File: src/rtl/ps2_key_ctrl.sv
// ps2_key_ctrl: PS/2 scan-code decoder (E0/F0 prefixes) feeding a first-word fall-through event FIFO.
// Optional macro PS2_PAUSE_FILTER_EN collapses the 8-byte Pause sequence into one event.
`default_nettype none

module ps2_key_ctrl #(
  parameter int FIFO_DEPTH  = 8,
  parameter int TIMEOUT_CYC = 200000
) (
  input  logic       CLK,
  input  logic       RESET_N,
  input  logic       CODE_VALID,
  input  logic [7:0] CODE,
  input  logic       CODE_ERR,
  output logic       EVT_VALID,
  output logic [9:0] EVT_DATA,
  input  logic       EVT_READY,
  output logic       OVERFLOW,
  output logic [7:0] ERR_COUNT,
  input  logic       CLR_STATUS
);

  localparam int c_AW = $clog2(FIFO_DEPTH);
  localparam int c_TW = $clog2(TIMEOUT_CYC + 1);
  localparam logic [c_TW-1:0] c_TMO_LAST = c_TW'(TIMEOUT_CYC - 1);

  localparam logic [2:0] c_IDLE    = 3'd0;
  localparam logic [2:0] c_EXT     = 3'd1;
  localparam logic [2:0] c_BRK     = 3'd2;
  localparam logic [2:0] c_EXT_BRK = 3'd3;
`ifdef PS2_PAUSE_FILTER_EN
  localparam logic [2:0] c_PAUSE   = 3'd4;
  logic [2:0] r_pause_cnt;
`endif

  logic [2:0]      r_state, w_nxt_state;
  logic [c_TW-1:0] r_tmo_cnt;
  logic            w_timeout, w_push, w_err_inc;
  logic [9:0]      w_push_data;

  logic [9:0]      r_mem [FIFO_DEPTH];
  logic [c_AW:0]   r_wr_ptr, r_rd_ptr;
  logic            w_full, w_empty, w_pop, w_wr_en, w_drop;
  logic            r_overflow;
  logic [7:0]      r_err_cnt;

  assign w_timeout = (r_state != c_IDLE) && !CODE_VALID && (r_tmo_cnt == c_TMO_LAST);

  always_comb begin
    w_nxt_state = r_state;
    w_push      = 1'b0;
    w_push_data = '0;
    w_err_inc   = 1'b0;
    if (w_timeout) begin
      w_nxt_state = c_IDLE;
      w_err_inc   = 1'b1;
    end else if (CODE_VALID) begin
      if (CODE_ERR) begin
        w_nxt_state = c_IDLE;
        w_err_inc   = 1'b1;
      end
`ifdef PS2_PAUSE_FILTER_EN
      else if (r_state == c_PAUSE) begin
        // Payload bytes of the Pause sequence are swallowed unchecked.
        if (r_pause_cnt == 3'd6) begin
          w_push      = 1'b1;
          w_push_data = {2'b01, 8'hE1};
          w_nxt_state = c_IDLE;
        end
      end
`endif
      else if (CODE == 8'h00 || CODE == 8'hFF) begin
        w_nxt_state = c_IDLE;
        w_err_inc   = 1'b1;
      end else begin
        case (r_state)
          c_IDLE: begin
            if (CODE == 8'hE0)      w_nxt_state = c_EXT;
            else if (CODE == 8'hF0) w_nxt_state = c_BRK;
`ifdef PS2_PAUSE_FILTER_EN
            else if (CODE == 8'hE1) w_nxt_state = c_PAUSE;
`endif
            else begin
              w_push      = 1'b1;
              w_push_data = {2'b00, CODE};
            end
          end
          c_EXT: begin
            if (CODE == 8'hF0)      w_nxt_state = c_EXT_BRK;
            else if (CODE == 8'hE0) w_nxt_state = c_EXT;
            else begin
              w_push      = 1'b1;
              w_push_data = {2'b01, CODE};
              w_nxt_state = c_IDLE;
            end
          end
          c_BRK, c_EXT_BRK: begin
            w_nxt_state = c_IDLE;
            if (CODE == 8'hE0 || CODE == 8'hF0) begin
              w_err_inc = 1'b1;
            end else begin
              w_push      = 1'b1;
              w_push_data = {1'b1, (r_state == c_EXT_BRK), CODE};
            end
          end
          default: w_nxt_state = c_IDLE;
        endcase
      end
    end
  end

  always_ff @(posedge CLK) begin
    if (!RESET_N) begin
      r_state   <= c_IDLE;
      r_tmo_cnt <= '0;
    end else begin
      r_state <= w_nxt_state;
      if (CODE_VALID || r_state == c_IDLE || w_timeout) r_tmo_cnt <= '0;
      else                                             r_tmo_cnt <= r_tmo_cnt + 1'b1;
    end
  end

`ifdef PS2_PAUSE_FILTER_EN
  always_ff @(posedge CLK) begin
    if (!RESET_N)                                       r_pause_cnt <= '0;
    else if (r_state != c_PAUSE)                        r_pause_cnt <= '0;
    else if (CODE_VALID && !CODE_ERR)                   r_pause_cnt <= r_pause_cnt + 1'b1;
  end
`endif

  // Extra pointer bit distinguishes full from empty when the indices match.
  assign w_empty = (r_wr_ptr == r_rd_ptr);
  assign w_full  = (r_wr_ptr[c_AW] != r_rd_ptr[c_AW]) &&
                   (r_wr_ptr[c_AW-1:0] == r_rd_ptr[c_AW-1:0]);
  assign w_pop   = !w_empty && EVT_READY;
  assign w_wr_en = w_push && (!w_full || w_pop);
  assign w_drop  = w_push && w_full && !w_pop;

  always_ff @(posedge CLK) begin
    if (w_wr_en) r_mem[r_wr_ptr[c_AW-1:0]] <= w_push_data;
  end

  always_ff @(posedge CLK) begin
    if (!RESET_N) begin
      r_wr_ptr   <= '0;
      r_rd_ptr   <= '0;
      r_overflow <= 1'b0;
      r_err_cnt  <= '0;
    end else begin
      if (w_wr_en) r_wr_ptr <= r_wr_ptr + 1'b1;
      if (w_pop)   r_rd_ptr <= r_rd_ptr + 1'b1;
      if (CLR_STATUS)  r_overflow <= w_drop;
      else if (w_drop) r_overflow <= 1'b1;
      if (CLR_STATUS)                             r_err_cnt <= {7'd0, w_err_inc};
      else if (w_err_inc && r_err_cnt != 8'hFF)   r_err_cnt <= r_err_cnt + 1'b1;
    end
  end

  assign EVT_VALID = !w_empty;
  assign EVT_DATA  = w_empty ? 10'd0 : r_mem[r_rd_ptr[c_AW-1:0]];
  assign OVERFLOW  = r_overflow;
  assign ERR_COUNT = r_err_cnt;

endmodule

`default_nettype wire

File: config.mk
export PLATFORM = sky130hd
export DESIGN_NAME = ps2_key_ctrl
export DESIGN_NICKNAME = d
export VERILOG_FILES = /design/src/rtl/ps2_key_ctrl.sv
export SDC_FILE = /design/constraint.sdc
export NUM_CORES = 1
export LEC_CHECK = 0
export BUFFER_PORTS_ARGS = -buffer_cell sky130_fd_sc_hd__buf_2
export CAP_MARGIN = 15
export CORE_UTILIZATION = 55
export DETAILED_ROUTE_END_ITERATION = 10
export GPL_TIMING_DRIVEN = 1
export PLACE_DENSITY = 0.73
export SETUP_SLACK_MARGIN = 0.15
export SLEW_MARGIN = 20
export SYNTH_ARGS = -nofsm -noshare
export SYNTH_HDL_FRONTEND = slang
export SYNTH_SLANG_ARGS = --single-unit
export TNS_END_PERCENT = 20
File: constraint.sdc
create_clock -name CLK -period 3.7 [get_ports CLK]
set_input_delay 1.11 -clock CLK [delete_from_list [all_inputs] [get_ports CLK]]
set_output_delay 1.11 -clock CLK [all_outputs]
set_load 0.1 [all_outputs]
# Yosys cells after proc, flatten, opt, wreduce, memory -nomap -nowiden
# Memories as Yosys holds them, arrays and structs flattened. A register that Yosys moved wholly into a read port is not among the register bits.
# Index checks and enable logic that the tools add are counted.
# W data, S select, Z words.
dict set report op_classes {
  addsub 4
  multipliers 0
  n_div 0
  magnitude_cmp 0
  n_eq_ne 12
  n_shift 0
  n_mux 42
  n_bitwise 1
  reduce_logical 27
}
# cell count
set ops {}
lappend ops {{$mux W10} 6}
lappend ops {{$pmux W10 S3} 1}
lappend ops {{$eq A8 B8 Y1 const B} 3}
lappend ops {{$mux W1} 22}
lappend ops {{$add A18 B1 Y18 const B} 1}
lappend ops {{$eq A18 B18 Y1 const B} 1}
lappend ops {{$mux W3} 6}
lappend ops {{$mux W9} 2}
lappend ops {{$mux W8} 2}
lappend ops {{$add A4 B1 Y4 const B} 2}
lappend ops {{$add A8 B1 Y8 const B} 1}
lappend ops {{$logic_and A1 B1 Y1} 8}
lappend ops {{$logic_not A8 Y1} 1}
lappend ops {{$ne A8 B8 Y1 const B} 1}
lappend ops {{$reduce_or A2 Y1} 4}
lappend ops {{$eq A3 B2 Y1 const B} 2}
lappend ops {{$pmux W3 S2} 1}
lappend ops {{$logic_or A1 B1 Y1} 5}
lappend ops {{$ne A5 B5 Y1 const B} 1}
lappend ops {{$eq A4 B4 Y1} 1}
lappend ops {{$logic_not A1 Y1} 4}
lappend ops {{$reduce_bool A2 Y1} 2}
lappend ops {{$eq A3 B1 Y1 const B} 1}
lappend ops {{$eq A3 B3 Y1} 1}
lappend ops {{other kinds (7)} 7}
dict set report word_totals {
  reg_bits 38
  latchBits 0
  ramBits 80
  mem_bits_ro 0
  in_bits 14
  word_cells 94
  n_memories 1
}
# memory words width rd rd_ports_with_merged_regs write_ports line_no
set memory_table {}
lappend memory_table {r_mem 8 10 1 1 1 40} ;# logic [9:0] r_mem [FIFO_DEPTH];

# Depth between registers and ports, before layout
# Gate-level depths: netlist (run 1).
dict set report logic_depth {
  word_depth 12
  ltp_mapped 8
  depth_no_buf 7
}

# Worst setup path after synthesis (run 1)
# OpenSTA, ideal clock, no wires.
dict set report synth_timing {
  kind {reg-to-output}
  startpoint {reg (tool-made name)}
  endpoint {out EVT_DATA[0]}
  arrival_ns 2.217
  required_ns 2.590
  slack_ns 0.373
  stages_incl_launch_ff 5
  path_buffers 1
  cell_sequence {dfxtp_1 > clkbuf_1 > mux4_2 > mux2i_1 > nor2_1}
}
# element line_no
set synth_rtl {}
lappend synth_rtl {{to (decl)} 15} ;# output logic [9:0] EVT_DATA,

==> impl_metrics.env, run 1 <==
export IMPL_maxCapViolations=0
export IMPL_gp_congestion=0.797
export IMPL_cp_end_kind="output port"
export IMPL_hold_viol_final=0
export IMPL_reg2regPathDepth=5
export IMPL_row_count=35
export IMPL_design_portCount=34
export IMPL_critPathBufInv=2
export IMPL_grt_setup_unrepaired="yes"
export IMPL_holdPathStages=1
export IMPL_grt_pass1_vias=3186
export IMPL_arrival_ps=2280
export IMPL_core_sq_mm=0.00920
export IMPL_routed_via_count=3172
export IMPL_wirelength_um=9840
export IMPL_clockBufferDepth=2
export IMPL_dp_hpwl_um=6420
export IMPL_fmax_mhz=295
export IMPL_drc_errors=0
export IMPL_synth_nets=401
export IMPL_cp_top_family="multiplexers"
export IMPL_first_pass_iters=4
export IMPL_leakagePower_nw=2.08
export IMPL_initial_core_util_pct=56.5
export IMPL_worstSetupPathType="reg2out"
export IMPL_slowest_delay_ps=580
export IMPL_required_ps=2590
export IMPL_yosys_most_used_dff="edfxtp_1"
export IMPL_period_share_pct=91.6
export IMPL_fin_skew_ps=13.2
export IMPL_clock_latency_ps=510
export IMPL_slowest_stage="mux4_2"
export IMPL_seq_area_frac_synth_pct=61.7
export IMPL_synthesis_area_sq_mm=0.00519
export IMPL_die_w_um=99.2
export IMPL_htreeDepth=4
export IMPL_antenna_found_initial=0
export IMPL_synthArstFlopShare_pct=0
export IMPL_die_area_sq_mm=0.00984
export IMPL_critPathMaxFanout=20
export IMPL_setup_viol=0
export IMPL_n_fill_cell=681
export IMPL_ys_ff_latch=120
export IMPL_layout_nets=452
export IMPL_cp_num_cells=5
export IMPL_slew_violations=0
export IMPL_die_h_um=99.2
export IMPL_grt_pass1_wl_um=15800
export IMPL_regArea_sq_mm=0.00320
export IMPL_multiInputGateArea_sq_mm=0.00193
export IMPL_n_antenna_cell=0
export IMPL_synthDistinctLibCells=51
export IMPL_grt_max_degree=21
export IMPL_io_buffers=33
export IMPL_crit_chain="buf_4 -> mux4_2 -> mux2i_1 -> nor2_1 -> buf_2"
export IMPL_cts_sinks=120
export IMPL_wire_per_inst_um=17.6
export IMPL_drive_gt1_share_pct=26.4
export IMPL_grt_overflow=0
export IMPL_syn_inst=383
export IMPL_outcome="complete, no violations"
export IMPL_cts_buffers=17
export IMPL_final_min_clock_period_ps=3390
export IMPL_grt_usage_pct=21.6
export IMPL_tightest_slew_ps=1020
export IMPL_finalPower_mw=3.73
export IMPL_first_iter_violations=143
export IMPL_cts_hold_buf=0
export IMPL_avgSynthCellArea_sq_um=13.6
export IMPL_hold_class="reg2reg"
export IMPL_synth_edf_count=80
export IMPL_power_density_mw_per_mm2=608
export IMPL_max_vdd_ir_drop_uv=419
export IMPL_cts_tree="built"
export IMPL_area_growth_pct=18.1
export IMPL_ant_nets=0
export IMPL_cts_root_buf="clkbuf_8"
export IMPL_relSlewSlack_pct=31.4
export IMPL_synth_warnings=0
export IMPL_fin_setup_tns_ps=0
export IMPL_startpoint_type="register"
export IMPL_clk_pin_slew_ps=60
export IMPL_drt_vias_per_instance=5.68
-- sequential cells by signal, summed over array words and instances (netlist names), named ones only --
register	count
r_state	2
r_mem	80
OVERFLOW	1
r_wr_ptr	4
r_tmo_cnt	18
ERR_COUNT	8
r_rd_ptr	4
-- cells in the final DEF (no fill, tap or decap), types with 2 or more instances in the layout --
cell,count
edfxtp_1,80
nor2_1,49
dfxtp_1,40
buf_2,33
nand2_1,24
nand3_1,20
mux4_2,20
mux2i_1,18
xnor2_1,16
clkbuf_16,16
and2_1,11
buf_4,8
inv_1,7
xor2_1,7
a21oi_1,6
nand2b_1,5
or2_2,5
clkinv_4,5
nor3_1,4
and3_1,4
nor4_1,4
ha_1,4
or4_4,3
and4_1,3
nand4_1,3
nor2b_1,3
o21ai_0,3
a211oi_1,3
a211oi_2,3
bufinv_16,3
inv_6,3
nor3_2,2
and2_2,2
or3_1,2
nor4b_1,2
o21ai_1,2
inv_8,2
-- worst reg2reg max path, stage by stage (launching register included) --
cell and delay, ps:
dfxtp_1 460, xnor2_1 120, nand3_1 160, or3_1 200, nand3_1 130, nor2_1 810
-- stage by stage --
| stage | instances | hold WS (ps) | cell area [sq um] | setup slack, ps | utilization, % |
|---|---|---|---|---|---|
| floorplan | 383 | 426 | 5190 | 373 | - |
| global placement | 526 | 442 | 5520 | 520 | 60.0 |
| detailed placement | 526 | 456 | 5520 | 333 | 60.0 |
| CTS | 558 | 471 | 6130 | 235 | 66.7 |
| global route | 558 | 487 | 6130 | 144 | 66.7 |
| finish | 558 | 478 | 6130 | 309 | 66.7 |
-- routing by layer --
metal | global-route usage, % | vias to the layer above | wire [um]
met5 | 0 | - | 0
met1 | 25.7 | 1569 | 4130
li1 | - | 1532 | -
met3 | 4.85 | 4 | 322
met2 | 38.2 | 67 | 5360
met4 | 8.71 | 0 | 35
-- cells in the mapped netlist (all sizes together) (5+ instances only) --
cell type / n / area share [%]
xnor2: 16 / 2.7
nand2: 25 / 1.9
inv: 7 / 0.51
nor2: 50 / 3.7
dfxtp: 40 / 15
xor2: 7 / 1.2
mux4: 20 / 8.7
edfxtp: 80 / 46
a211oi: 6 / 1.2
or2: 5 / 0.60
o21ai: 5 / 0.48
nand2b: 6 / 0.77
mux2i: 18 / 3.5
buf: 5 / 0.46
nand3: 20 / 1.9
a21oi: 8 / 1.1
nor3: 6 / 0.77
and2: 13 / 1.6
-- area by class of cell --
cell class	count	area share (%)
repair buffers	41	3.67
inverters	8	0.489
flip-flops and latches	120	52.2
multi-input cells	246	31.5
clock buffers	18	6.81
well taps	111	2.26
clock inverters	14	3.10
-- worst paths after layout --
| path | endpoint | startpoint | slack [ps] |
|---|---|---|---|
| worst max register to register | r_mem[5][6] | r_wr_ptr[1] | 1430 |
| worst min-delay path | r_tmo_cnt[0] | r_tmo_cnt[0] | 480 |
| worst max-delay path | EVT_DATA[2] | register | 310 |
| worst min register to register | r_tmo_cnt[0] | r_tmo_cnt[0] | 480 |
-- logic make-up after synthesis --
kind of cell	share of synthesized area [%]
compound gates	3.90
xor+xnor	3.88
fa+ha+maj	0.964
buf+inv	1.32
flops	61.7
mux	12.1
simple gates	16.1
-- timing repair --
action	4_1_cts	5_1_grt
setup endpoints to repair	11	2
buffers inserted	0	0
gates resized for setup	1	1
pin swaps	0	0
-- where the power goes --
part,switching (mW),leakage (nW),internal [mW]
clock,0.626,0.294,1.05
combinational,0.427,0.732,0.161
sequential,0.0152,1.05,1.46
No activity file was read; power rests on OpenSTA's default activity.
==> inputs of run 2 (changes only) <==
Settings changed: CTS_BUF_LIST from default to sky130_fd_sc_hd__clkbuf_16.
==> run 2 against run 1 <==
First-iteration DRC count is 38% lower. Die area unchanged. Non-clock buffer count unchanged. Register-to-register slack gained 20 ps. Critical path depth stayed put. Worst hold slack about the same. Via count fell by 1.0%. Critical path type unchanged. Largest cell class unchanged.
==> impl_metrics.env, run 2 (same netlist as run 1, synthesis figures left out) <==
export IMPL_tightest_slew_ps=1060
export IMPL_gp_congestion=0.797
export IMPL_pwr_share_comb_pct=15.6
export IMPL_fin_skew_ps=10.1
export IMPL_design_portCount=34
export IMPL_maxCapViolations=0
export IMPL_max_vdd_ir_drop_uv=299
export IMPL_drc_errors=0
export IMPL_cts_root_buf="clkbuf_16"
export IMPL_grt_overflow=0
export IMPL_relSlewSlack_pct=29.3
export IMPL_drive_gt1_share_pct=26.4
export IMPL_fin_setup_tns_ps=0
export IMPL_leakagePower_nw=2.08
export IMPL_antenna_found_initial=0
export IMPL_ant_nets=0
export IMPL_period_share_pct=89.7
export IMPL_cp_end_kind="output port"
export IMPL_n_fill_cell=679
export IMPL_setup_viol=0
export IMPL_first_pass_iters=4
export IMPL_hold_class="reg2reg"
export IMPL_drt_vias_per_instance=5.63
export IMPL_io_buffers=33
export IMPL_clkPwrFrac_pct=45.2
export IMPL_clock_latency_ps=410
export IMPL_worstSetupPathType="reg2out"
export IMPL_slew_violations=0
export IMPL_largest_register_ffs=80
export IMPL_startpoint_type="register"
export IMPL_grt_max_degree=21
export IMPL_routed_via_count=3139
export IMPL_layout_commonest_cell="edfxtp_1"
export IMPL_wire_per_inst_um=17.7
export IMPL_p_seq_share_pct=39.2
export IMPL_layout_nets=452
export IMPL_clk_pin_slew_ps=60
export IMPL_outcome="complete, no violations"
export IMPL_first_iter_violations=88
export IMPL_area_growth_pct=18.2
export IMPL_die_area_sq_mm=0.00984
export IMPL_final_cell_mix="edfxtp_1, nor2_1, dfxtp_1, buf_2, nand2_1"
export IMPL_finalPower_mw=3.75
export IMPL_switching_share_pct=28.3
export IMPL_dp_hpwl_um=6420
export IMPL_power_density_mw_per_mm2=611
export IMPL_cts_buffers=17
export IMPL_htreeDepth=4
export IMPL_required_ps=2590
export IMPL_internal_power_mw=2.69
export IMPL_postLayoutCoreUtil_pct=66.8
export IMPL_fmax_mhz=301
export IMPL_row_count=35
export IMPL_grt_usage_pct=21.8
export IMPL_clockBufferDepth=2
export IMPL_grt_pass1_wl_um=15900
export IMPL_n_antenna_cell=0
export IMPL_critPathMaxFanout=11
export IMPL_arrival_ps=2210
export IMPL_final_min_clock_period_ps=3320
export IMPL_cts_tree="built"
export IMPL_cts_sinks=120
export IMPL_switchingPower_mw=1.06
export IMPL_cts_setup_buffers=0
export IMPL_hold_viol_final=0
export IMPL_core_sq_mm=0.00920
export IMPL_grt_setup_unrepaired="no"
export IMPL_die_w_um=99.2
export IMPL_initial_core_util_pct=56.5
export IMPL_die_h_um=99.2
export IMPL_wirelength_um=9900
export IMPL_grt_pass1_vias=3223
## run 2: cell count changes in the layout (fill, tap and decap cells not counted)
cell	change
clkbuf_1	-1
clkbuf_16	+1
clkbuf_8	-1
inv_1	+1
nor2b_2	+1
nor2b_4	-1
## run 2: per-layer routing
layer | track usage (%) | vias up | wire, um
li1 | - | 1526 | -
met3 | 5.69 | 13 | 335
met1 | 25.5 | 1549 | 4170
met2 | 38.9 | 51 | 5260
met4 | 8.03 | 0 | 142
met5 | 0 | - | 0
## run 2: area by class of cell
class | count | area [sq um] | area share (%)
Clock buffer | 17 | 425 | 6.93
Clock inverter | 15 | 194 | 3.16
Tap cell | 111 | 139 | 2.26
Sequential cell | 120 | 3200 | 52.2
Timing Repair Buffer | 41 | 225 | 3.67
Multi-Input combinational cell | 246 | 1920 | 31.3
Inverter | 8 | 30.0 | 0.489
## run 2: worst paths after layout
kind                start            to  slack, ps  depth (start not counted)
max           r_wr_ptr[1]     EVT_VALID        380                          5
min          r_tmo_cnt[0]  r_tmo_cnt[0]        480                          1
max reg2reg   r_wr_ptr[1]   r_mem[5][6]       1450                          5
min reg2reg  r_tmo_cnt[0]  r_tmo_cnt[0]        480                          1
## run 2: worst max-delay path, cell delays in order (launching register included)
cell,delay (ps)
dfxtp_1,470
xnor2_1,170
nand3_1,140
nor2b_2,490
inv_1,190
buf_2,340
## run 2: per-stage QoR
stage | setup WS (ps) | instance area, sq um | hold WS, ps | std cells
after detailed placement | 333 | 5520 | 456 | 526
after CTS | 342 | 6140 | 470 | 558
final | 382 | 6140 | 478 | 558
after global placement | 520 | 5520 | 442 | 526
after global routing | 206 | 6140 | 486 | 558
after floorplan | 373 | 5190 | 426 | 383
## run 2: power groups by stage
stage	logic, mW	registers, mW	clock network, mW
3_5_place_dp	0.592	1.50	0
5_1_grt	0.617	1.47	1.79
4_1_cts	0.594	1.47	1.72
6_report	0.584	1.47	1.70
2_1_floorplan	0.480	1.50	0
3_3_place_gp	0.584	1.50	0
## run 2: timing repair
item                                    4_1_cts  5_1_grt
endpoints found under the setup margin        5        0
gates resized for setup                       1        0
endpoints found under the hold margin         0        0
hold buffers                                  0        0
